**config.mk**
```make
export PLATFORM = sky130hd
export DESIGN_NAME = mos6502_sequencer
export DESIGN_NICKNAME = d
export VERILOG_FILES = /design/src/rtl/mos6502_pkg.sv /design/src/rtl/mos6502_mode_enc.sv /design/src/rtl/mos6502_sequencer.sv
export SDC_FILE = /design/constraint.sdc
export NUM_CORES = 1
export LEC_CHECK = 0
export CAP_MARGIN = 0
export CORE_AREA = 2 2 54 56
export DETAILED_ROUTE_END_ITERATION = 16
export DIE_AREA = 0 0 56 58
export HOLD_SLACK_MARGIN = 0.02
export PLACE_DENSITY = 0.76
export REMOVE_ABC_BUFFERS = 1
export SLEW_MARGIN = 10
export SYNTH_ARGS = -nofsm -noshare
export SYNTH_HDL_FRONTEND = slang
export SYNTH_SLANG_ARGS = --single-unit
```
**constraint.sdc**
```tcl
create_clock -name clk -period 1.9 [get_ports clk]
set_input_delay 0.285 -clock clk [delete_from_list [all_inputs] [get_ports clk]]
set_output_delay 0.285 -clock clk [all_outputs]
set_load 0.005 [all_outputs]
```
**src/rtl/mos6502_pkg.sv**
```systemverilog
// Shared types and constants for the 6502 instruction sequencer.
package mos6502_pkg;

    // Sequencer state codes; code 7 is unused and recovers to fetch.
    typedef enum logic [2:0] {
        ST_FETCH  = 3'd0,
        ST_T1     = 3'd1,
        ST_OP2    = 3'd2,
        ST_IDX    = 3'd3,
        ST_PTR_LO = 3'd4,
        ST_PTR_HI = 3'd5,
        ST_EXEC   = 3'd6
    } state_e;

    // Resolved addressing mode after priority encoding.
    typedef enum logic [3:0] {
        MODE_IMP  = 4'd0,
        MODE_A    = 4'd1,
        MODE_REL  = 4'd2,
        MODE_HASH = 4'd3,
        MODE_ZPG  = 4'd4,
        MODE_ZPGX = 4'd5,
        MODE_ABS  = 4'd6,
        MODE_ABSY = 4'd7,
        MODE_ABSX = 4'd8,
        MODE_IND  = 4'd9,
        MODE_INDY = 4'd10,
        MODE_XIND = 4'd11
    } mode_e;

    // Bit positions in the decoder flag bus {Xind,indY,ind,absX,absY,abs,zpgX,zpg,hash,rel,A}.
    localparam int MB_A    = 0;
    localparam int MB_REL  = 1;
    localparam int MB_HASH = 2;
    localparam int MB_ZPG  = 3;
    localparam int MB_ZPGX = 4;
    localparam int MB_ABS  = 5;
    localparam int MB_ABSY = 6;
    localparam int MB_ABSX = 7;
    localparam int MB_IND  = 8;
    localparam int MB_INDY = 9;
    localparam int MB_XIND = 10;

    localparam logic [7:0] OPC_NOP = 8'hEA;

endpackage

```
**src/rtl/mos6502_mode_enc.sv**
```systemverilog
// Priority encoder: decoder mode flags to a single mode code, Xind highest.
module mos6502_mode_enc
    import mos6502_pkg::*;
(
    input  logic [10:0] flags,
    output mode_e       mode
);

    // Highest-priority set flag wins; no flag set means implied.
    always_comb begin
        mode = MODE_IMP;
        if      (flags[MB_XIND]) mode = MODE_XIND;
        else if (flags[MB_INDY]) mode = MODE_INDY;
        else if (flags[MB_IND])  mode = MODE_IND;
        else if (flags[MB_ABSX]) mode = MODE_ABSX;
        else if (flags[MB_ABSY]) mode = MODE_ABSY;
        else if (flags[MB_ABS])  mode = MODE_ABS;
        else if (flags[MB_ZPGX]) mode = MODE_ZPGX;
        else if (flags[MB_ZPG])  mode = MODE_ZPG;
        else if (flags[MB_HASH]) mode = MODE_HASH;
        else if (flags[MB_REL])  mode = MODE_REL;
        else if (flags[MB_A])    mode = MODE_A;
    end

endmodule

```
**src/rtl/mos6502_sequencer.sv**
```systemverilog
// 6502 cycle sequencer: opcode latch, addressing-mode register and
// per-cycle strobes for operand, pointer and index handling.
module mos6502_sequencer
    import mos6502_pkg::*;
(
    input  logic        clk,
    input  logic        rst_n,
    input  logic [7:0]  data_in,
    input  logic        rdy,
    input  logic [10:0] mode_in,
    input  logic        ldx_y,
    output logic [7:0]  ir,
    output logic        sync,
    output logic [2:0]  tstate,
    output logic        pc_inc,
    output logic        op_lo_we,
    output logic        op_hi_we,
    output logic        ptr_lo_we,
    output logic        ptr_hi_we,
    output logic        idx_en,
    output logic        exec,
    output logic        idx_y
);

    state_e     state_q, state_d;
    logic [7:0] ir_q, ir_d;
    mode_e      mode_q, mode_d;
    logic       idx_y_q, idx_y_d;
    mode_e      enc_mode;
    logic       enc_idx_y;
    // Raw strobes {pc_inc,op_lo,op_hi,ptr_lo,ptr_hi,idx_en,exec} before rdy/reset gating.
    logic [6:0] sb_raw;
    logic       sb_en;

    mos6502_mode_enc u_mode_enc (
        .flags (mode_in),
        .mode  (enc_mode)
    );

    // Index register choice for the instruction being decoded in T1.
    assign enc_idx_y = (enc_mode == MODE_ABSY) || (enc_mode == MODE_INDY) ||
                       (((enc_mode == MODE_ZPGX) || (enc_mode == MODE_ABSX)) && ldx_y);

    // Next-state, register updates and raw strobe decode.
    always_comb begin
        state_d = state_q;
        ir_d    = ir_q;
        mode_d  = mode_q;
        idx_y_d = idx_y_q;
        sb_raw  = 7'b0;
        case (state_q)
            ST_FETCH: begin
                sb_raw[6] = 1'b1;
                if (rdy) begin
                    ir_d    = data_in;
                    state_d = ST_T1;
                end
            end
            ST_T1: begin
                if (enc_mode == MODE_IMP || enc_mode == MODE_A) sb_raw[0] = 1'b1;
                else                                            sb_raw[6:5] = 2'b11;
                if (rdy) begin
                    mode_d  = enc_mode;
                    idx_y_d = enc_idx_y;
                    case (enc_mode)
                        MODE_HASH, MODE_ZPG, MODE_REL:            state_d = ST_EXEC;
                        MODE_ZPGX, MODE_XIND:                     state_d = ST_IDX;
                        MODE_ABS, MODE_ABSX, MODE_ABSY, MODE_IND: state_d = ST_OP2;
                        MODE_INDY:                                state_d = ST_PTR_LO;
                        default:                                  state_d = ST_FETCH;
                    endcase
                end
            end
            ST_OP2: begin
                sb_raw[6] = 1'b1;
                sb_raw[4] = 1'b1;
                if (rdy) begin
                    if (mode_q == MODE_IND)      state_d = ST_PTR_LO;
                    else if (mode_q == MODE_ABS) state_d = ST_EXEC;
                    else                         state_d = ST_IDX;
                end
            end
            ST_IDX: begin
                sb_raw[1] = 1'b1;
                if (rdy) state_d = (mode_q == MODE_XIND) ? ST_PTR_LO : ST_EXEC;
            end
            ST_PTR_LO: begin
                sb_raw[3] = 1'b1;
                if (rdy) state_d = ST_PTR_HI;
            end
            ST_PTR_HI: begin
                sb_raw[2] = 1'b1;
                if (rdy) state_d = (mode_q == MODE_INDY) ? ST_IDX : ST_EXEC;
            end
            ST_EXEC: begin
                sb_raw[0] = 1'b1;
                if (rdy) begin
                    idx_y_d = 1'b0;
                    state_d = ST_FETCH;
                end
            end
            default: state_d = ST_FETCH;
        endcase
    end

    // Single state/opcode/mode register bank; reset parks on a NOP fetch.
    always_ff @(posedge clk or negedge rst_n) begin
        if (!rst_n) begin
            state_q <= ST_FETCH;
            ir_q    <= OPC_NOP;
            mode_q  <= MODE_IMP;
            idx_y_q <= 1'b0;
        end else begin
            state_q <= state_d;
            ir_q    <= ir_d;
            mode_q  <= mode_d;
            idx_y_q <= idx_y_d;
        end
    end

    // Strobes are suppressed while stalled and while reset is held.
    assign sb_en = rdy & rst_n;
    assign {pc_inc, op_lo_we, op_hi_we, ptr_lo_we, ptr_hi_we, idx_en, exec} =
        sb_raw & {7{sb_en}};

    assign ir     = ir_q;
    assign sync   = (state_q == ST_FETCH);
    assign tstate = state_q;
    // During T1 the index select follows the live decode so it is valid from T1 on.
    assign idx_y  = (state_q == ST_T1) ? enc_idx_y : idx_y_q;

endmodule

```
### Yosys cells after proc, flatten, opt, wreduce, memory -nomap -nowiden

Memories as Yosys holds them, arrays and structs flattened.
Index checks and enable logic that the tools add are counted.

| storage, ports and cells | value |
|---|---|
| flip-flop bits (word level) | 16 |
| memory bits (read-only) | 48 |
| input port bits | 23 |
| output and inout bits | 20 |
| word-level logic and storage cells | 78 |
| memories | 1 |

| operators by class | value |
|---|---|
| eq/ne operators | 22 |
| multiplexer cells | 36 |
| bitwise operators | 2 |
| reductions and logical operators | 13 |

Memories:

| memory | words | bits a word | rd ports | clocked after Yosys merged registers in | wr ports | line | RTL |
|---|---|---|---|---|---|---|---|
| (name not given) | 16 | 3 | 1 | 0 | 0 | mos6502_sequencer.sv:65 | `case (enc_mode)` |

Operators with widths:

| operator | number |
|---|---|
| 4-bit 2-to-1 mux | 10 |
| 3-bit 2-to-1 mux | 10 |
| 3-bit case mux with 7 select lines | 1 |
| 4-bit equality test, second input constant | 5 |
| 2-bit inequality test, second input constant | 7 |
| 4-bit by 3-bit equality test with 1-bit output, second input constant | 3 |
| 1-bit 2-to-1 mux | 10 |
| 3-bit equality test, second input constant | 3 |
| 7-bit AND | 1 |
| 7-bit AND reduction | 1 |
| 3-bit by 2-bit equality test with 1-bit output, second input constant | 2 |
| 1-bit case mux with 2 select lines | 3 |
| 4-bit by 1-bit equality test with 1-bit output, second input constant | 1 |
| 4-bit zero test | 1 |
| 1-bit logical OR | 4 |
| 2-bit 2-to-1 mux | 2 |
| 2-bit AND reduction | 2 |
| 3-bit by 1-bit equality test with 1-bit output, second input constant | 1 |
| 3-bit zero test | 1 |
| 3-bit AND reduction | 1 |
| 2-bit nonzero test | 1 |
| 2-bit OR reduction | 1 |
| 1-bit AND | 1 |
| 1-bit logical AND | 1 |

### Longest topological paths before layout

Gate-level depths: netlist of the first run.

| logic depth | value |
|---|---|
| word-level depth | 17 |
| mapped depth | 6 |
| depth with buffers taken out | 5 |

### Cells and area by module

A second synthesis of the first run with hierarchy kept.

| second synthesis, totals | value |
|---|---|
| cells, all modules | 117 |
| area, all modules | 1044.8 µm² |

By module, submodules not included:

| module | instances | cells each | area an instance (µm²) | seq. area each (µm²) |
|---|---|---|---|---|
| mos6502_sequencer | 1 | 99 | 952.2 | 406.6 |
| mos6502_mode_enc | 1 | 18 | 92.6 | 0.0 |

### Least setup slack after synthesis of the first run

No wires, ideal clock.

| path | value |
|---|---|
| kind | reg2out |
| start | reg state_q[0] (netlist: tstate[0]) |
| end | out idx_y |
| arrival time | 1.379 ns |
| data required time | 1.615 ns |
| setup slack | 0.236 ns |
| cell stages (with the launch flop) | 5 |
| path buffers | 0 |
| path through | dfrtp_1 inv_2 or3_4 o41a_1 o31ai_1 |

| on the way | value |
|---|---|
| cells in the longest elaborated chain, start to end | 2 |

Ends and longest elaborated chain:

| element | line | RTL |
|---|---|---|
| start, declared | mos6502_sequencer.sv:25 | `state_e state_q, state_d;` |
| start signal, assigned | mos6502_sequencer.sv:114 | `state_q <= state_d;` |
| 3-bit by 1-bit equality test with 1-bit output | mos6502_sequencer.sv:130 | `assign idx_y = (state_q == ST_T1) ? enc_idx_y : idx_y_q;` |
| 1-bit 2-to-1 mux | mos6502_sequencer.sv:130 |  |
| end, declared | mos6502_sequencer.sv:22 | `output logic idx_y` |

No other way between the ends.

### Worst setup path in the final report of the first run

Same ends and word-level chain as after synthesis.

==> results.rst, run 1 <==
.. list-table::
   :header-rows: 1

   * - Metric
     - Value
   * - Count of antenna-violating nets left after detailed routing
     - 0
   * - CTS Hold Bufs
     - 0
   * - Yosys cell types
     - 41
   * - GP Congestion
     - 0.8318
   * - Number of nets at the end of the flow
     - 222
   * - Classification of the worst setup path
     - reg -> out
   * - Hold WS
     - 0.5244 ns
   * - Register bit count reported by yosys
     - 16
   * - Relative max-transition margin
     - 74.53%
   * - Share of the yosys chip area belonging to registers
     - 37.70%
   * - Number of sinks on the clock net
     - 16
   * - Via count of the first global-routing pass
     - 1,222
   * - Clock period minus worst slack
     - 1.992 ns
   * - Min-delay worst type
     - in -> async
   * - Die Outline Area
     - 0.003248 mm2
   * - Share of final-layout standard cells stronger than drive strength 1
     - 42.93%
   * - Area added between synthesis and finish
     - 79.00%
   * - Leading cell type by number of instances after synthesis
     - nor2_1
   * - Layout Skew
     - 0.002750 ns
   * - Count of synthesis-stage warnings from yosys
     - 0
   * - Final design area excluding fillers
     - 0.001931 mm2
   * - Required time at the endpoint of the critical path
     - 1.62 ns
   * - Post-synth EDFFs
     - 0
   * - Placement row count
     - 19
   * - Filler cell count in the final layout
     - 207
   * - Wire per inst
     - 15.32 um
   * - Skew-Pair Late Insertion Delay
     - 0.28 ns
   * - Cell accounting for the most synthesized area
     - dfrtp_1
   * - Setup crit end kind
     - output port
   * - Share of flip-flops with an asynchronous set or reset
     - 100.0%
   * - Routed vias
     - 1,292
   * - Least setup slack across all paths after layout
     - -0.09171 ns
   * - Core Box Area
     - 0.002663 mm2
   * - Final-report setup violation count
     - 3
   * - Root buffer cell
     - clkbuf_4
   * - CP startpoint kind
     - flip-flop
   * - Initial cell density of the core
     - 40.51%
   * - Detailed Route Iter0 Violations
     - 35
   * - Average footprint of a synthesized cell
     - 9.063 um2
   * - Largest net degree at the start of global routing
     - 17
   * - Worst-case reg-to-reg path depth
     - 7
   * - Post-detailed-routing wire length
     - 3509 um
   * - Max clock buf depth
     - 2
   * - Most used standard cells in the synthesized netlist
     - 17 x nor2_1, 11 x dfrtp_1, 9 x mux2_2
   * - Number of cells after detailed placement
     - 215
   * - Post-route fraction of the period consumed by the critical path
     - 104.8%
   * - Fraction of synthesized cell area taken by the top area cell type
     - 25.52%
   * - Failing checks
     - negative setup slack
   * - Vertical die dimension
     - 58 um
   * - Max-slew violation total from the final report
     - 0
   * - Measured slew at the worst slew-check pin
     - 0.3767 ns
   * - Detailed Routing Iterations Pass 1
     - 4
   * - Number of antenna violations at the first check in global routing
     - 0
   * - Largest fanout of any net on the critical path
     - 3
   * - Final instance count without filler cells
     - 229
   * - Width of the chip
     - 56 um
   * - Antenna fix cells
     - 0
   * - Number of remaining DRC errors
     - 0
   * - Clk slew on worst S/H paths
     - 0.10 ns
   * - Top area cells in the synthesized netlist
     - dfrtp_1 26%, dfstp_2 12%, mux2_2 9.4%, nor2_1 5.9%, a21oi_1 3.7%
   * - Total power consumption of the routed design
     - 2.345 mW
   * - Primary FF master, synth
     - dfrtp_1
   * - Post-Syn Instances
     - 119
   * - Number of buffers inserted during clock tree synthesis
     - 3
   * - Port Buffers
     - 42
   * - Peak clock frequency supported by timing
     - 502.1 MHz
   * - Grt ovf
     - 0
   * - Data arrival time of the critical path
     - 1.71 ns
   * - Post-DP HPWL
     - 2476 um
   * - Leakage Power
     - 0.8571 nW
   * - Status
     - finished, violations left
   * - Ports placed on the boundary
     - 43
   * - Cell area after placement
     - 0.001729 mm2
   * - GRT Resource Usage Total
     - 20.82%
   * - H-tree level count
     - 1
   * - Setup slack at placement
     - -0.7557 ns
   * - Largest voltage drop on the vdd net
     - 1169 uV
   * - Wire length of the first global-routing pass
     - 5457 um
   * - Mapped Area
     - 0.001079 mm2
   * - Final hold violation count
     - 0
   * - RSZ-0062 raised after global routing
     - yes
   * - Max-Cap Viols
     - 0
   * - PwrDens
     - 1215 mW/mm2
   * - Vias/cell
     - 5.642
   * - Clock tree from TritonCTS
     - yes
## flip-flops by register name (all words and copies together) (netlist names)
name	cells
tstate	3
mode_q	4
idx_y_q	1
ir	8
## cell usage in the layout (no fill, tap or decap), types with 3 or more instances in the layout
cell             netlist  layout
nand3_1                3       3
clkdlybuf4s15_1        0       3
nand2_1                6       6
dfstp_2                5       5
clkdlybuf4s50_1        0      23
nor3_1                 8       5
mux2_2                 9       9
nor2_1                17      14
dfrtp_1               11      11
o21ai_0                5       4
buf_6                  0       3
clkbuf_4               0       3
dlygate4sd2_1          0       9
buf_4                  0      36
a21oi_1                8       6
## critical path, stage by stage (launching register included)
cell and delay, ns:
dfrtp_1 0.37, inv_2 0.04, or3_4 0.40, o41a_1 0.38, o31ai_1 0.07, buf_2 0.15
## through the flow
| step | utilization (%) | setup TNS, ns |
|---|---|---|
| global placement | 64.94 | -2.960 |
| detailed placement | 64.94 | -3.444 |
| floorplan | - | 0 |
| global route | 72.51 | -0.4949 |
| CTS | 69.92 | -0.1125 |
| finish | 72.51 | -0.1915 |
## area by class of cell
type | count | area [um2] | area share [%]
clock buffers | 4 | 36.28 | 1.879
inverters | 2 | 7.507 | 0.3889
multi-input cells | 95 | 733.2 | 37.98
flip-flops and latches | 16 | 406.6 | 21.06
well taps | 31 | 38.79 | 2.009
repair buffers | 81 | 708.2 | 36.68
## power by group
part,total [mW],internal [mW],switching (mW),leakage [nW]
Clock,0.224,0.117,0.108,0.0210
Combinational,1.47,0.853,0.620,0.658
Sequential,0.649,0.541,0.108,0.178
Total,2.35,1.51,0.835,0.857
## routing by layer
metal	up-vias	part of all wire (%)	wire length [um]	track usage [%]
met5	-	0	0	0
met2	52	53	1860	37.65
met3	4	6.0	209	2.455
met4	0	1.4	48	7.483
li1	603	-	-	-
met1	633	40	1390	25.67
## final timing paths
path / startpoint / end / slack, ns
setup / recovery: tstate[0]$_DFFE_PN0P_ / idx_y / -0.09
hold / removal: rst_n / idx_y_q$_DFFE_PN0P_ / 0.52
setup reg to reg: tstate[2]$_DFFE_PN0P_ / idx_y_q$_DFFE_PN0P_ / 0.23
hold reg to reg: ir[4]$_DFFE_PN0P_ / ir[4]$_DFFE_PN0P_ / 0.53
max in group asynchronous: rst_n / ir[6]$_DFFE_PN1P_ / 1.13
min in group clk: ir[4]$_DFFE_PN0P_ / ir[4]$_DFFE_PN0P_ / 0.53
## cell families (layout without fill, tap and decap cells)
| logic type | count (synthesis) | count (layout) | share of synthesized area (%) |
|---|---|---|---|
| AND/OR/NAND/NOR | 55 | 55 | 29.23 |
| flip-flops | 16 | 16 | 37.70 |
| AO/OA/AOI/OAI | 31 | 31 | 20.53 |
| buffers and inverters | 8 | 87 | 3.131 |
| multiplexers | 9 | 9 | 9.397 |
## what timing repair did
item                                    CTS  global route
buffers inserted                          7             3
endpoints found under the setup margin    8             7
resized for setup                        46            13
pin swaps                                12             2
Power figures use the tool's default switching activity.
==> run 2: changes to the inputs <==
- CORE_AREA: 2 2 54 56 -> 2 2 46 48
- DIE_AREA: 0 0 56 58 -> 0 0 48 50
- DONT_BUFFER_PORTS: not set -> 1
- PLACE_DENSITY: 0.76 -> 0.72
==> results.rst, run 2 (synthesis results as in run 1) <==
.. list-table::
   :header-rows: 1

   * - Metric
     - Value
   * - GRT Resource Usage Total
     - 20.99%
   * - Routed vias
     - 958
   * - Post-route fraction of the period consumed by the critical path
     - 98.60%
   * - Vertical die dimension
     - 50 um
   * - Number of nets at the end of the flow
     - 150
   * - Final instance count without filler cells
     - 153
   * - Root buffer cell
     - clkbuf_4
   * - Largest voltage drop on the vdd net
     - 838.9 uV
   * - Layout Skew
     - 0.01217 ns
   * - Detailed Route Iter0 Violations
     - 39
   * - Number of sinks on the clock net
     - 16
   * - Detailed Routing Iterations Pass 1
     - 4
   * - Ports placed on the boundary
     - 43
   * - Largest fanout of any net on the critical path
     - 3
   * - Placement row count
     - 16
   * - Grt ovf
     - 0
   * - H-tree level count
     - 1
   * - PwrDens
     - 1476 mW/mm2
   * - Wire per inst
     - 15.62 um
   * - CP cell instances
     - inv_2 > or3_4 > o41a_1 > o31ai_2
   * - Maximum cell stage delay along the critical path
     - 0.42 ns
   * - Power share of the sequential group
     - 37.7%
   * - GP Congestion
     - 0.8531
   * - Number of flip-flops in the largest register
     - 8
   * - Hold WS
     - 0.08352 ns
   * - Total internal power
     - 1.091 mW
   * - CP startpoint kind
     - flip-flop
   * - Area taken by flip-flops and latches
     - 406.6 um2
   * - Clk slew on worst S/H paths
     - 0.10 ns
   * - Classification of the worst setup path
     - reg -> out
   * - Number of buffers inserted during clock tree synthesis
     - 3
   * - Relative max-transition margin
     - 52.10%
   * - Max-Cap Viols
     - 0
   * - Vias/cell
     - 6.261
   * - Clock tree from TritonCTS
     - yes
   * - Proportion of total power due to net switching
     - 38.49%
   * - Relative contribution of combinational cells to total power
     - 49.5%
   * - Leakage Power
     - 0.4568 nW
   * - Reg2reg start
     - tstate[1]$_DFFE_PN0P_
   * - Aggregate negative setup slack
     - 0 ns
   * - Number of cells after detailed placement
     - 145
   * - Max-slew violation total from the final report
     - 0
   * - Post-detailed-routing wire length
     - 2390 um
   * - Final hold violation count
     - 0
   * - RSZ-0062 raised after global routing
     - yes
   * - Number of remaining DRC errors
     - 0
   * - Width of the chip
     - 48 um
   * - Max clock buf depth
     - 2
   * - Filler cell count in the final layout
     - 162
   * - Commonest cells after routing, fill and taps aside
     - 17 x nor2_1, 11 x dfrtp_1, 9 x mux2_2, 8 x a21oi_1, 8 x buf_4
   * - Fraction of power consumed by the clock network
     - 12.9%
   * - Area added between synthesis and finish
     - 11.48%
   * - Switching power
     - 683.1 uW
   * - Clock period minus worst slack
     - 1.873 ns
   * - Setup crit end kind
     - output port
   * - Critical path startpoint
     - tstate[0]$_DFFE_PN0P_
   * - Port Buffers
     - 0
   * - Largest net degree at the start of global routing
     - 17
   * - Min-delay worst type
     - in -> reg
   * - Die Outline Area
     - 0.002400 mm2
   * - Most common cell after layout, fill and taps aside
     - nor2_1
   * - Status
     - completed
   * - Setup slack at placement
     - 0.2004 ns
   * - Core Box Area
     - 0.001902 mm2
   * - Number of antenna violations at the first check in global routing
     - 0
   * - Post-DP HPWL
     - 1766 um
   * - Count of antenna-violating nets left after detailed routing
     - 0
   * - Via count of the first global-routing pass
     - 874
   * - Multi-input logic area
     - 648.1 um2
   * - Hold Startpoint
     - mode_in[10]
   * - Least setup slack across all paths after layout
     - 0.02652 ns
   * - Share of final-layout standard cells stronger than drive strength 1
     - 27.78%
   * - Measured slew at the worst slew-check pin
     - 0.7161 ns
   * - Peak clock frequency supported by timing
     - 533.8 MHz
   * - Initial cell density of the core
     - 56.71%
   * - Wire length of the first global-routing pass
     - 3663 um
   * - Highest-delay cell along the critical path
     - o41a_1
   * - Worst-case reg-to-reg path depth
     - 5
   * - Antenna fix cells
     - 0
   * - Skew-Pair Late Insertion Delay
     - 0.29 ns
   * - Required time at the endpoint of the critical path
     - 1.62 ns
   * - Final-report setup violation count
     - 0
   * - Hold depth
     - 1
   * - Data arrival time of the critical path
     - 1.59 ns
==> run 2: changes by cell type in the layout (fill, tap and decap cells not counted), moves of 3 or more <==
cell             change
buf_4               -28
clkdlybuf4s50_1     -23
dlygate4sd2_1        -9
buf_6                -3
clkdlybuf4s15_1      -3
nor2_1               +3
==> run 2: metal layers <==
metal | track usage, % | wire length [um] | part of all wire, % | vias to the layer above
li1 | - | - | - | 458
met4 | 8.108 | 27 | 1.1 | 0
met3 | 4.396 | 141 | 5.9 | 4
met2 | 32.89 | 1186 | 50 | 38
met5 | 0 | 0 | 0 | -
met1 | 27.36 | 1035 | 43 | 458
==> run 2: final timing paths <==
check / end / slack [ns]
max: idx_y / 0.03
min: idx_y_q$_DFFE_PN0P_ / 0.08
max reg2reg: ir[0]$_DFFE_PN0P_ / 0.25
min reg2reg: ir[0]$_DFFE_PN0P_ / 0.54
max in group asynchronous: ir[4]$_DFFE_PN0P_ / 0.96
min in group asynchronous: idx_y_q$_DFFE_PN0P_ / 0.48
==> run 2: cell type report <==
cell class                      count  area share, %
Multi-Input combinational cell     95          53.90
Sequential cell                    16          33.82
Timing Repair Buffer                9          5.827
Clock buffer                        4          3.018
Tap cell                           27          2.810
Inverter                            2         0.6244
==> run 2: critical path: cells and delay by family, from the launching register on <==
kind	cells	cell delay [ns]
flops	1	0.37
buf+inv	1	0.05
compound gates	2	0.50
simple gates	1	0.38
==> run 2: timing repair <==
item	4_1_cts	5_1_grt
hold endpoints to repair	16	0
gates resized for setup	1	1
buffers inserted	3	0
hold buffers	1	0
endpoints found under the setup margin	3	4
pin swaps	2	2
==> run 2: per-stage QoR <==
stage,utilization [%],power [mW],area [um2]
CTS,62.96,1.773,1197
global placement,59.08,1.450,1124
detailed placement,59.08,1.476,1124
floorplan,-,1.263,1052
finish,63.22,1.775,1202
global route,63.22,1.923,1202
==> run 2: power groups by stage <==
stage / clock network, mW / logic [mW] / registers [mW]
after detailed placement: 0 / 0.785 / 0.691
after global placement: 0 / 0.769 / 0.681
after floorplan: 0 / 0.530 / 0.733
after global routing: 0.254 / 0.972 / 0.697
final: 0.228 / 0.878 / 0.669
after CTS: 0.236 / 0.866 / 0.671
